## config.mk

```make
export PLATFORM = sky130hd
export DESIGN_NAME = id_ex_stage_flat
export DESIGN_NICKNAME = d
export VERILOG_FILES = /design/src/rtl/id_ex_if.sv /design/src/rtl/id_ex_stage.sv /design/src/flat_wrapper.sv
export SDC_FILE = /design/constraint.sdc
export NUM_CORES = 1
export LEC_CHECK = 0
export ABC_AREA = 1
export ABC_CLOCK_PERIOD_IN_PS = 2680
export CORE_ASPECT_RATIO = 1.75
export CORE_MARGIN = 2
export CORE_UTILIZATION = 48
export DETAILED_ROUTE_END_ITERATION = 12
export GPL_TIMING_DRIVEN = 0
export PLACE_DENSITY = 0.83
export SLEW_MARGIN = 20
export SYNTH_ARGS = -nofsm -noshare
export SYNTH_HDL_FRONTEND = slang
export SYNTH_SLANG_ARGS = --single-unit
```

## constraint.sdc

```tcl
create_clock -name clk -period 2.68 [get_ports clk]
set_clock_uncertainty 0.15 [all_clocks]
set_input_delay 0.536 -clock clk [delete_from_list [all_inputs] [get_ports clk]]
set_output_delay 0.536 -clock clk [all_outputs]
set_load 0.03 [all_outputs]
```

## src/rtl/id_ex_if.sv

```systemverilog
// id_ex_if: bundle between the decode stage, the writeback/forwarding sources,
// and the ID/EX register with its EX operand front end.
//   master : decode/hazard-unit side, drives ID fields, stall/flush and
//            the EX/MEM and MEM/WB writeback candidates.
//   slave  : id_ex_stage, returns ALU operands, EX control bits and
//            the load-use stall request.
interface id_ex_if #(
  parameter int XLEN = 32
);
  logic            id_valid;
  logic [XLEN-1:0] id_pc;
  logic [XLEN-1:0] id_rs1_data;
  logic [XLEN-1:0] id_rs2_data;
  logic [XLEN-1:0] id_imm;
  logic [4:0]      id_rs1;
  logic [4:0]      id_rs2;
  logic [4:0]      id_rd;
  logic [3:0]      id_alu_type;
  logic [1:0]      id_op1_sel;
  logic            id_op2_sel;
  logic            id_reg_write;
  logic            id_mem_read;
  logic            id_mem_write;
  logic            stall_i;
  logic            flush_i;
  logic            exmem_reg_write;
  logic [4:0]      exmem_rd;
  logic [XLEN-1:0] exmem_result;
  logic            memwb_reg_write;
  logic [4:0]      memwb_rd;
  logic [XLEN-1:0] memwb_result;

  logic            ex_valid;
  logic [XLEN-1:0] Operand1;
  logic [XLEN-1:0] Operand2;
  logic [3:0]      AluType;
  logic [4:0]      ex_rd;
  logic            ex_reg_write;
  logic            ex_mem_read;
  logic            ex_mem_write;
  logic [XLEN-1:0] ex_store_data;
  logic            load_use_stall;

  modport master (
    output id_valid, id_pc, id_rs1_data, id_rs2_data, id_imm,
           id_rs1, id_rs2, id_rd, id_alu_type, id_op1_sel, id_op2_sel,
           id_reg_write, id_mem_read, id_mem_write, stall_i, flush_i,
           exmem_reg_write, exmem_rd, exmem_result,
           memwb_reg_write, memwb_rd, memwb_result,
    input  ex_valid, Operand1, Operand2, AluType, ex_rd, ex_reg_write,
           ex_mem_read, ex_mem_write, ex_store_data, load_use_stall
  );

  modport slave (
    input  id_valid, id_pc, id_rs1_data, id_rs2_data, id_imm,
           id_rs1, id_rs2, id_rd, id_alu_type, id_op1_sel, id_op2_sel,
           id_reg_write, id_mem_read, id_mem_write, stall_i, flush_i,
           exmem_reg_write, exmem_rd, exmem_result,
           memwb_reg_write, memwb_rd, memwb_result,
    output ex_valid, Operand1, Operand2, AluType, ex_rd, ex_reg_write,
           ex_mem_read, ex_mem_write, ex_store_data, load_use_stall
  );
endinterface

```

## src/rtl/id_ex_stage.sv

```systemverilog
// id_ex_stage: ID/EX pipeline register plus EX operand front end of the RV32
// core. Registers decoded fields, forwards from EX/MEM and MEM/WB, selects
// the ALU operands/operation, and inserts a bubble on a load-use hazard.
// Ports:
//   clk   : clock, rising edge
//   rst_n : synchronous reset, active low
//   bus   : id_ex_if.slave (ID fields, stall/flush, writeback candidates in;
//           Operand1/Operand2/AluType, EX control, store data,
//           load_use_stall out)
module id_ex_stage #(
  parameter int         XLEN    = 32,
  parameter logic [3:0] NOP_ALU = 4'b0000
) (
  input logic    clk,
  input logic    rst_n,
  id_ex_if.slave bus
);

  logic            vld_p1;
  logic [XLEN-1:0] pc_p1;
  logic [XLEN-1:0] rs1_data_p1;
  logic [XLEN-1:0] rs2_data_p1;
  logic [XLEN-1:0] imm_p1;
  logic [4:0]      rs1_p1;
  logic [4:0]      rs2_p1;
  logic [4:0]      rd_p1;
  logic [3:0]      alu_p1;
  logic [1:0]      op1_sel_p1;
  logic            op2_sel_p1;
  logic            reg_write_p1;
  logic            mem_read_p1;
  logic            mem_write_p1;

  logic [XLEN-1:0] rs1_fwd;
  logic [XLEN-1:0] rs2_fwd;
  logic            lus;

  // MEM/WB bypass: the register file is written in the same cycle it is
  // read, so a matching writeback overrides the read data.
  function automatic logic [XLEN-1:0] wb_bypass(
    input logic [4:0]      rs,
    input logic [XLEN-1:0] rf_data,
    input logic            wb_we,
    input logic [4:0]      wb_rd,
    input logic [XLEN-1:0] wb_data
  );
    return (wb_we && (wb_rd != 5'd0) && (wb_rd == rs)) ? wb_data : rf_data;
  endfunction

  // EX/MEM is younger than MEM/WB and therefore wins.
  function automatic logic [XLEN-1:0] fwd(
    input logic [4:0]      rs,
    input logic [XLEN-1:0] reg_data,
    input logic            ex_we,
    input logic [4:0]      ex_rdi,
    input logic [XLEN-1:0] ex_data,
    input logic            wb_we,
    input logic [4:0]      wb_rd,
    input logic [XLEN-1:0] wb_data
  );
    if (ex_we && (ex_rdi != 5'd0) && (ex_rdi == rs)) return ex_data;
    return wb_bypass(rs, reg_data, wb_we, wb_rd, wb_data);
  endfunction

  // Conservative: any rs index match counts, regardless of operand select.
  assign lus = bus.id_valid & vld_p1 & mem_read_p1 & (rd_p1 != 5'd0) &
               ((rd_p1 == bus.id_rs1) | (rd_p1 == bus.id_rs2));

  // ---- ID -> EX register boundary (p1) ----
  // A stall holds even when a load-use hazard is pending; flush and reset
  // always win.
  always_ff @(posedge clk) begin
    if (!rst_n || bus.flush_i || (!bus.stall_i && lus)) begin
      vld_p1       <= 1'b0;
      pc_p1        <= '0;
      rs1_data_p1  <= '0;
      rs2_data_p1  <= '0;
      imm_p1       <= '0;
      rs1_p1       <= 5'd0;
      rs2_p1       <= 5'd0;
      rd_p1        <= 5'd0;
      alu_p1       <= NOP_ALU;
      op1_sel_p1   <= 2'b00;
      op2_sel_p1   <= 1'b0;
      reg_write_p1 <= 1'b0;
      mem_read_p1  <= 1'b0;
      mem_write_p1 <= 1'b0;
    end else if (!bus.stall_i) begin
      vld_p1       <= bus.id_valid;
      pc_p1        <= bus.id_pc;
      rs1_data_p1  <= wb_bypass(bus.id_rs1, bus.id_rs1_data, bus.memwb_reg_write,
                                bus.memwb_rd, bus.memwb_result);
      rs2_data_p1  <= wb_bypass(bus.id_rs2, bus.id_rs2_data, bus.memwb_reg_write,
                                bus.memwb_rd, bus.memwb_result);
      imm_p1       <= bus.id_imm;
      rs1_p1       <= bus.id_rs1;
      rs2_p1       <= bus.id_rs2;
      rd_p1        <= bus.id_rd;
      alu_p1       <= bus.id_alu_type;
      op1_sel_p1   <= bus.id_op1_sel;
      op2_sel_p1   <= bus.id_op2_sel;
      reg_write_p1 <= bus.id_reg_write;
      mem_read_p1  <= bus.id_mem_read;
      mem_write_p1 <= bus.id_mem_write;
    end
  end

  // ---- EX operand front end (combinational off p1) ----
  always_comb begin
    rs1_fwd = fwd(rs1_p1, rs1_data_p1, bus.exmem_reg_write, bus.exmem_rd,
                  bus.exmem_result, bus.memwb_reg_write, bus.memwb_rd,
                  bus.memwb_result);
    rs2_fwd = fwd(rs2_p1, rs2_data_p1, bus.exmem_reg_write, bus.exmem_rd,
                  bus.exmem_result, bus.memwb_reg_write, bus.memwb_rd,
                  bus.memwb_result);
    bus.Operand1 = '0;
    case (op1_sel_p1)
      2'b00:   bus.Operand1 = rs1_fwd;
      2'b01:   bus.Operand1 = pc_p1;
      default: bus.Operand1 = '0;
    endcase
    bus.Operand2 = op2_sel_p1 ? imm_p1 : rs2_fwd;
  end

  assign bus.ex_store_data  = rs2_fwd;
  assign bus.AluType        = alu_p1;
  assign bus.ex_valid       = vld_p1;
  assign bus.ex_rd          = rd_p1;
  assign bus.ex_reg_write   = vld_p1 & reg_write_p1;
  assign bus.ex_mem_read    = vld_p1 & mem_read_p1;
  assign bus.ex_mem_write   = vld_p1 & mem_write_p1;
  assign bus.load_use_stall = lus;

endmodule

```

## src/flat_wrapper.sv

```systemverilog
// flat-port wrapper written by rule: the top's interface ports become plain ports
module id_ex_stage_flat 
#(
  parameter int         XLEN    = 32,
  parameter logic [3:0] NOP_ALU = 4'b0000
)
  (clk, rst_n, bus_id_valid, bus_id_pc, bus_id_rs1_data, bus_id_rs2_data, bus_id_imm, bus_id_rs1, bus_id_rs2, bus_id_rd, bus_id_alu_type, bus_id_op1_sel, bus_id_op2_sel, bus_id_reg_write, bus_id_mem_read, bus_id_mem_write, bus_stall_i, bus_flush_i, bus_exmem_reg_write, bus_exmem_rd, bus_exmem_result, bus_memwb_reg_write, bus_memwb_rd, bus_memwb_result, bus_ex_valid, bus_Operand1, bus_Operand2, bus_AluType, bus_ex_rd, bus_ex_reg_write, bus_ex_mem_read, bus_ex_mem_write, bus_ex_store_data, bus_load_use_stall);
  id_ex_if #(.XLEN(XLEN)) bus_i ();
  input logic clk;
  input logic rst_n;
  input wire logic [$bits(bus_i.id_valid)-1:0] bus_id_valid;
  input wire logic [$bits(bus_i.id_pc)-1:0] bus_id_pc;
  input wire logic [$bits(bus_i.id_rs1_data)-1:0] bus_id_rs1_data;
  input wire logic [$bits(bus_i.id_rs2_data)-1:0] bus_id_rs2_data;
  input wire logic [$bits(bus_i.id_imm)-1:0] bus_id_imm;
  input wire logic [$bits(bus_i.id_rs1)-1:0] bus_id_rs1;
  input wire logic [$bits(bus_i.id_rs2)-1:0] bus_id_rs2;
  input wire logic [$bits(bus_i.id_rd)-1:0] bus_id_rd;
  input wire logic [$bits(bus_i.id_alu_type)-1:0] bus_id_alu_type;
  input wire logic [$bits(bus_i.id_op1_sel)-1:0] bus_id_op1_sel;
  input wire logic [$bits(bus_i.id_op2_sel)-1:0] bus_id_op2_sel;
  input wire logic [$bits(bus_i.id_reg_write)-1:0] bus_id_reg_write;
  input wire logic [$bits(bus_i.id_mem_read)-1:0] bus_id_mem_read;
  input wire logic [$bits(bus_i.id_mem_write)-1:0] bus_id_mem_write;
  input wire logic [$bits(bus_i.stall_i)-1:0] bus_stall_i;
  input wire logic [$bits(bus_i.flush_i)-1:0] bus_flush_i;
  input wire logic [$bits(bus_i.exmem_reg_write)-1:0] bus_exmem_reg_write;
  input wire logic [$bits(bus_i.exmem_rd)-1:0] bus_exmem_rd;
  input wire logic [$bits(bus_i.exmem_result)-1:0] bus_exmem_result;
  input wire logic [$bits(bus_i.memwb_reg_write)-1:0] bus_memwb_reg_write;
  input wire logic [$bits(bus_i.memwb_rd)-1:0] bus_memwb_rd;
  input wire logic [$bits(bus_i.memwb_result)-1:0] bus_memwb_result;
  output wire logic [$bits(bus_i.ex_valid)-1:0] bus_ex_valid;
  output wire logic [$bits(bus_i.Operand1)-1:0] bus_Operand1;
  output wire logic [$bits(bus_i.Operand2)-1:0] bus_Operand2;
  output wire logic [$bits(bus_i.AluType)-1:0] bus_AluType;
  output wire logic [$bits(bus_i.ex_rd)-1:0] bus_ex_rd;
  output wire logic [$bits(bus_i.ex_reg_write)-1:0] bus_ex_reg_write;
  output wire logic [$bits(bus_i.ex_mem_read)-1:0] bus_ex_mem_read;
  output wire logic [$bits(bus_i.ex_mem_write)-1:0] bus_ex_mem_write;
  output wire logic [$bits(bus_i.ex_store_data)-1:0] bus_ex_store_data;
  output wire logic [$bits(bus_i.load_use_stall)-1:0] bus_load_use_stall;
  assign bus_i.id_valid = bus_id_valid;
  assign bus_i.id_pc = bus_id_pc;
  assign bus_i.id_rs1_data = bus_id_rs1_data;
  assign bus_i.id_rs2_data = bus_id_rs2_data;
  assign bus_i.id_imm = bus_id_imm;
  assign bus_i.id_rs1 = bus_id_rs1;
  assign bus_i.id_rs2 = bus_id_rs2;
  assign bus_i.id_rd = bus_id_rd;
  assign bus_i.id_alu_type = bus_id_alu_type;
  assign bus_i.id_op1_sel = bus_id_op1_sel;
  assign bus_i.id_op2_sel = bus_id_op2_sel;
  assign bus_i.id_reg_write = bus_id_reg_write;
  assign bus_i.id_mem_read = bus_id_mem_read;
  assign bus_i.id_mem_write = bus_id_mem_write;
  assign bus_i.stall_i = bus_stall_i;
  assign bus_i.flush_i = bus_flush_i;
  assign bus_i.exmem_reg_write = bus_exmem_reg_write;
  assign bus_i.exmem_rd = bus_exmem_rd;
  assign bus_i.exmem_result = bus_exmem_result;
  assign bus_i.memwb_reg_write = bus_memwb_reg_write;
  assign bus_i.memwb_rd = bus_memwb_rd;
  assign bus_i.memwb_result = bus_memwb_result;
  assign bus_ex_valid = bus_i.ex_valid;
  assign bus_Operand1 = bus_i.Operand1;
  assign bus_Operand2 = bus_i.Operand2;
  assign bus_AluType = bus_i.AluType;
  assign bus_ex_rd = bus_i.ex_rd;
  assign bus_ex_reg_write = bus_i.ex_reg_write;
  assign bus_ex_mem_read = bus_i.ex_mem_read;
  assign bus_ex_mem_write = bus_i.ex_mem_write;
  assign bus_ex_store_data = bus_i.ex_store_data;
  assign bus_load_use_stall = bus_i.load_use_stall;
  id_ex_stage #(.XLEN(XLEN), .NOP_ALU(NOP_ALU)) u_core (.clk(clk), .rst_n(rst_n), .bus(bus_i));
endmodule
```

==> results of run 1 <==
-- area by class of cell --
type,instances,area (um2)
Sequential cell,154,3110
Multi-Input combinational cell,1247,7800
Timing Repair Buffer,373,4060
Clock inverter,13,169
Antenna cell,2,5.00
Tap cell,296,370
Buffer,108,820
Inverter,115,432
Fill cell,1587,4770
Clock buffer,19,443
-- flip-flops by register name, summed over array words and instances (netlist names) --
name and count:
u_core.imm_p1 32, u_core.pc_p1 32, u_core.rs1_data_p1 32, u_core.rs2_data_p1 32, u_core.bus.ex_rd 5, u_core.rs1_p1 5
u_core.rs2_p1 5, u_core.bus.AluType 4, u_core.op1_sel_p1 2, u_core.bus.ex_valid 1, u_core.mem_read_p1 1, u_core.mem_write_p1 1
u_core.op2_sel_p1 1, u_core.reg_write_p1 1
-- layer usage --
metal,share of wire,routed length (um),vias to the layer above,track usage
li1,-,-,5879,-
met1,0.33,15300,5886,0.372
met2,0.52,24200,738,0.671
met3,0.074,3440,243,0.0818
met4,0.079,3660,2,0.254
met5,0.00024,11,-,0
-- where the power goes --
part	switching, W	internal [W]
Clock	0.00109	0.00150
Sequential	0.0000648	0.00237
Combinational	0.00113	0.000977
-- logic make-up after synthesis --
group,count (synthesis),synth area share
mux,81,0.0762
buf+inv,229,0.101
simple gates,1118,0.496
compound gates,12,0.00635
flops,154,0.290
xor+xnor,36,0.0310
-- cell usage after synthesis, types with 3 or more instances --
| cell type | n | area (um2) |
|---|---|---|
| inv_1 | 111 | 417 |
| nand2_2 | 31 | 194 |
| buf_1 | 12 | 45.0 |
| xor2_1 | 20 | 175 |
| nor2_1 | 300 | 1130 |
| inv_2 | 4 | 15.0 |
| nor2_2 | 5 | 31.3 |
| buf_4 | 20 | 150 |
| or2_2 | 64 | 400 |
| nand3_2 | 62 | 621 |
| nand3_1 | 234 | 1170 |
| clkbuf_8 | 3 | 41.3 |
| clkbuf_1 | 32 | 120 |
| buf_6 | 8 | 90.1 |
| o21ai_0 | 9 | 45.0 |
| buf_2 | 39 | 195 |
| dfxtp_1 | 154 | 3080 |
| and2_1 | 32 | 200 |
| xnor2_1 | 14 | 123 |
| mux2i_1 | 81 | 811 |
| nand2_1 | 382 | 1430 |
-- worst max-delay path, cell delays in order (launching register included) --
cell	delay, ps
dfxtp_4	370
buf_12	130
xnor2_4	140
nand3_2	110
nor2_4	150
buf_12	160
clkbuf_16	160
nand3_2	50
nand2_1	70
inv_1	70
nand2_2	80
nand2_2	70
buf_6	140
-- worst paths after layout --
path / end
max: bus_Operand1[12]
min: u_core.imm_p1[21]$_SDFFE_PP0N_
max reg2reg: u_core.imm_p1[4]$_SDFFE_PP0N_
min reg2reg: u_core.imm_p1[21]$_SDFFE_PP0N_
-- through the flow --
step	power, W	instances	TNS (ps)	instance area (um2)	util
final	0.00713	2327	-10260	17200	0.783
after global routing	0.00732	2326	-16620	17200	0.783
after CTS	0.00696	2319	-8220	16400	0.746
after detailed placement	0.00422	2263	-130590	14400	0.654
after global placement	0.00420	2263	-132100	14400	0.654
after floorplan	0.00340	1630	0	10600	-
-- timing repair --
item	in CTS	in global routing
endpoints found under the setup margin	97	97
buffers inserted	18	7
endpoints found under the hold margin	0	0
gates resized for setup	946	169
gates cloned	8	3
pin swaps	72	78
==> reports/results.ini, run 1 <==
[floorplan]
boundaryPins = 344
die_w_um = 117
std_cell_rows = 72
die_h_um = 201
core-area_um2 = 22000
initial_utilization = 0.484
die_area_um2 = 23400

[timing]
hold_viol_final = 0
worst-slew-pin-transition_ps = 1000
rsz0062_at_grt = true
min_period_ps = 2840
slew_violations = 0
fin_crit_sh = 1.06
setup_slack_ps = -159
relSlewSlack = 0.332
fmaxAchievable_ghz = 0.352
setup_violations = 95
hold_slack_ps = 359

[worst_setup_path]
worst_ep_arrival_time_ps = 2150
crit_start = u_core.rs1_p1[1]$_SDFFE_PP0N_
cp_max_fo = 5
worstReg2RegStart = u_core.bus.ex_rd[2]$_SDFFE_PP0N_
crit_required_ps = 1990
crit_type = reg -> out
r2r_slack_ps = 500
critPathCaptureType = output pin
r2r_cells = 8
startpoint_type = flip-flop

[placed_design]
dp_hpwl_um = 32500
gp_congestion = 1.01
dp_slack_ps = -1400
port_buffers = 337

[synth]
yosysSeqAreaShare = 0.290
synth_cells = 1630
synth_warnings = 0
synth_top_flop_cell = dfxtp_1
ys_ff_latch = 154
synthDistinctLibCells = 33
synth_edf_count = 0
avgSynthCellArea_um2 = 6.53
syn_nets = 1864
syn-cell-area_um2 = 10600
async_flop_share = 0

[cts]
clk_pin_slew_ps = 70
hold_buffers = 0
numCtsBuffers = 17
cts_tree = built
cts_max_level = 4
cts.sinks = 154
cts_root_buf = clkbuf_16
clk_latency_ps = 440
cts.path.max_buffers = 2

[worst_hold_path]
min_from = u_core.imm_p1[21]$_SDFFE_PP0N_
holdPathStages = 2
min_path_type = reg -> reg

[global_route]
grt.total_usage = 0.374
grt_first_pass_wirelength_um = 67100
grt_max_degree = 17
grt-ovfl-total = 0
first_global_vias = 12900
antenna_found_initial = 2

[power]
power_density_nw_per_um2 = 414
leakagePower_nw = 8.34
irDropWorstVdd_mv = 0.601

[layout]
final_cell_mix = nor2_1, nand2_1, clkdlybuf4s50_1
fin_nets = 2250
layout_commonest_cell = nor2_1
areaGrowthSynthToFinish_pct = 61.7
drive_gt1_frac = 0.327

[drt]
ant_nets = 0
routedWlPerCell_um = 20.0
drcViolationCount = 0
drt_pre_antenna_iters = 7
via_per_inst = 5.48
vias = 12700
wl_um = 46600
drt-initial-drc-count = 911

[outcome]
violations = setup timing
status = finished, violations left

[job]
max-cap-violations = 0

Power figures use the tool's default switching activity.
==> inputs of run 2 (changes only) <==
--- a/config.mk
+++ b/config.mk
@@ -7,11 +7,12 @@
 export LEC_CHECK = 0
 export ABC_AREA = 1
 export ABC_CLOCK_PERIOD_IN_PS = 2680
+export CAP_MARGIN = 20
 export CORE_ASPECT_RATIO = 1.75
 export CORE_MARGIN = 2
 export CORE_UTILIZATION = 48
 export DETAILED_ROUTE_END_ITERATION = 12
-export GPL_TIMING_DRIVEN = 0
+export GPL_TIMING_DRIVEN = 1
 export PLACE_DENSITY = 0.83
 export SLEW_MARGIN = 20
 export SYNTH_ARGS = -nofsm -noshare
==> run 2 against run 1 <==
The flow still finishes with violations (setup timing). Die area unchanged. Sequential power about the same. Sequential cell count unchanged. First-iteration DRC count increased by 77%. Design area increased by 5.7%. Clock-buffer cell count increased by 2. Critical path depth decreased by 2. Worst setup slack got worse by 170 ps. Via count increased by 8.4%. Power increased by 8.7%. Critical endpoint is now bus_Operand1[19]. Largest power group unchanged.
==> reports/results.ini, run 2 (synthesis results as in run 1) <==
[outcome]
violations = setup timing
status = finished, violations left

[worst_setup_path]
r2r_cells = 8
startpoint_type = flip-flop
crit_required_ps = 1990
r2r_slack_ps = 730
crit_type = reg -> out
worst_ep_arrival_time_ps = 2320
critPathCaptureType = output pin
cp_max_fo = 5

[layout]
final_cell_mix = nor2_1, nand2_1, clkdlybuf4s50_1
fin_area_um2 = 18200
fin_nets = 2226
layout_commonest_cell = nor2_1
areaGrowthSynthToFinish_pct = 71.0
drive_gt1_frac = 0.359
nFillCells = 1229
finalCoreUtilization = 0.828

[global_route]
grt_max_degree = 100
first_global_vias = 13600
grt_first_pass_wirelength_um = 71300
antenna_found_initial = 3
grt.total_usage = 0.400
grt-ovfl-total = 0

[floorplan]
die_h_um = 201
initial_utilization = 0.484
std_cell_rows = 72
boundaryPins = 344
core-area_um2 = 22000
die_w_um = 117
die_area_um2 = 23400

[drt]
routedWlPerCell_um = 23.6
wl_um = 54300
via_per_inst = 6.00
drt_pre_antenna_iters = 7
drcViolationCount = 0
drt-initial-drc-count = 1617
vias = 13800
ant_nets = 0

[cts]
cts.sinks = 154
hold_buffers = 0
clk_pin_slew_ps = 60
clk_latency_ps = 460
cts_max_level = 4
cts_tree = built
cts_root_buf = clkbuf_16
numCtsBuffers = 17
cts.path.max_buffers = 2

[job]
max-cap-violations = 0

[power]
leakagePower_nw = 8.65
irDropWorstVdd_mv = 0.564
power_density_nw_per_um2 = 426

[timing]
min_period_ps = 3000
relSlewSlack = 0.423
hold_viol_final = 0
fmaxAchievable_ghz = 0.333
rsz0062_at_grt = true
worst-slew-pin-transition_ps = 864
setup_violations = 96
slew_violations = 0
fin_crit_sh = 1.12
setup_slack_ps = -325

[placed_design]
dp_hpwl_um = 29500
placed_area_um2 = 14600
port_buffers = 343
gp_congestion = 0.936

[worst_hold_path]
min_path_type = reg -> reg
holdPathStages = 2

[run 2: cell count changes in the layout (fill, tap and decap cells not counted), sizes merged]
cell	change
bufinv	+4
buf	+14
inv	-2
clkinvlp	-1
clkbuf	-37
bufbuf	+1
diode	+1
clkinv	-3
[run 2: layer usage]
| metal | wire [um] | up-vias | track usage | part of all wire |
|---|---|---|---|---|
| met5 | 0 | - | 0 | 0 |
| met4 | 5620 | 0 | 0.345 | 0.10 |
| met2 | 26300 | 1156 | 0.671 | 0.49 |
| met1 | 16500 | 6346 | 0.392 | 0.30 |
| met3 | 5820 | 480 | 0.114 | 0.11 |
| li1 | - | 5840 | - | - |
[run 2: stage by stage]
step	power [W]	TNS, ps	worst slack [ps]	cells	hold WS, ps
after global routing	0.00794	-24580	-401	2303	391
after floorplan	0.00340	0	264	1630	329
after detailed placement	0.00425	-47780	-760	2234	351
final	0.00775	-17700	-325	2304	367
after CTS	0.00744	-15810	-241	2292	366
after global placement	0.00423	-45210	-747	2234	338
[run 2: path summary, 6_finish.rpt]
path,end,start
max,bus_Operand1[19],u_core.rs1_p1[0]$_SDFFE_PP0N_
min,u_core.imm_p1[7]$_SDFFE_PP0N_,u_core.imm_p1[7]$_SDFFE_PP0N_
max reg2reg,u_core.rs1_data_p1[20]$_SDFFE_PP0N_,u_core.bus.ex_rd[0]$_SDFFE_PP0N_
min reg2reg,u_core.imm_p1[7]$_SDFFE_PP0N_,u_core.imm_p1[7]$_SDFFE_PP0N_
[run 2: cell type report]
cell class	instances	area [um2]	share of cell area
Multi-Input combinational cell	1247	8380	0.461
Antenna cell	3	7.51	0.000413
Inverter	115	433	0.0238
Tap cell	296	370	0.0204
Sequential cell	154	3110	0.171
Clock buffer	21	460	0.0253
Clock inverter	11	239	0.0131
Timing Repair Buffer	457	5200	0.286
[run 2: repair_timing]
action                                  in CTS  in global routing
setup buffers                               13                 11
gates resized for setup                    397                230
endpoints found under the setup margin      96                 96
gates cloned                                13                  5
pin swaps                                  101                110
[run 2: power by group]
part           internal, W  switching [W]  total [W]
clock network      0.00189        0.00109    0.00299
logic              0.00105        0.00126    0.00231
registers          0.00238      0.0000798    0.00246
total              0.00532        0.00243    0.00775
[run 2: worst max-delay path: stages, from the launching register on]
cell and delay [ps]:
dfxtp_4 370, xnor2_2 210, nand3_2 110, nor2_4 210
buf_8 190, buf_8 160, nand3_4 130, nand3_4 170
nand2_2 70, nand2_2 80, buf_6 130
==> inputs of run 3 (changes only) <==
--- a/config.mk
+++ b/config.mk
@@ -11,6 +11,7 @@
 export CORE_ASPECT_RATIO = 1.75
 export CORE_MARGIN = 2
 export CORE_UTILIZATION = 48
+export CTS_CLUSTER_SIZE = 10
 export DETAILED_ROUTE_END_ITERATION = 12
 export GPL_TIMING_DRIVEN = 1
 export PLACE_DENSITY = 0.83
==> results of run 3 <==
Final layout, timing and power as in run 2 (identical DEF).
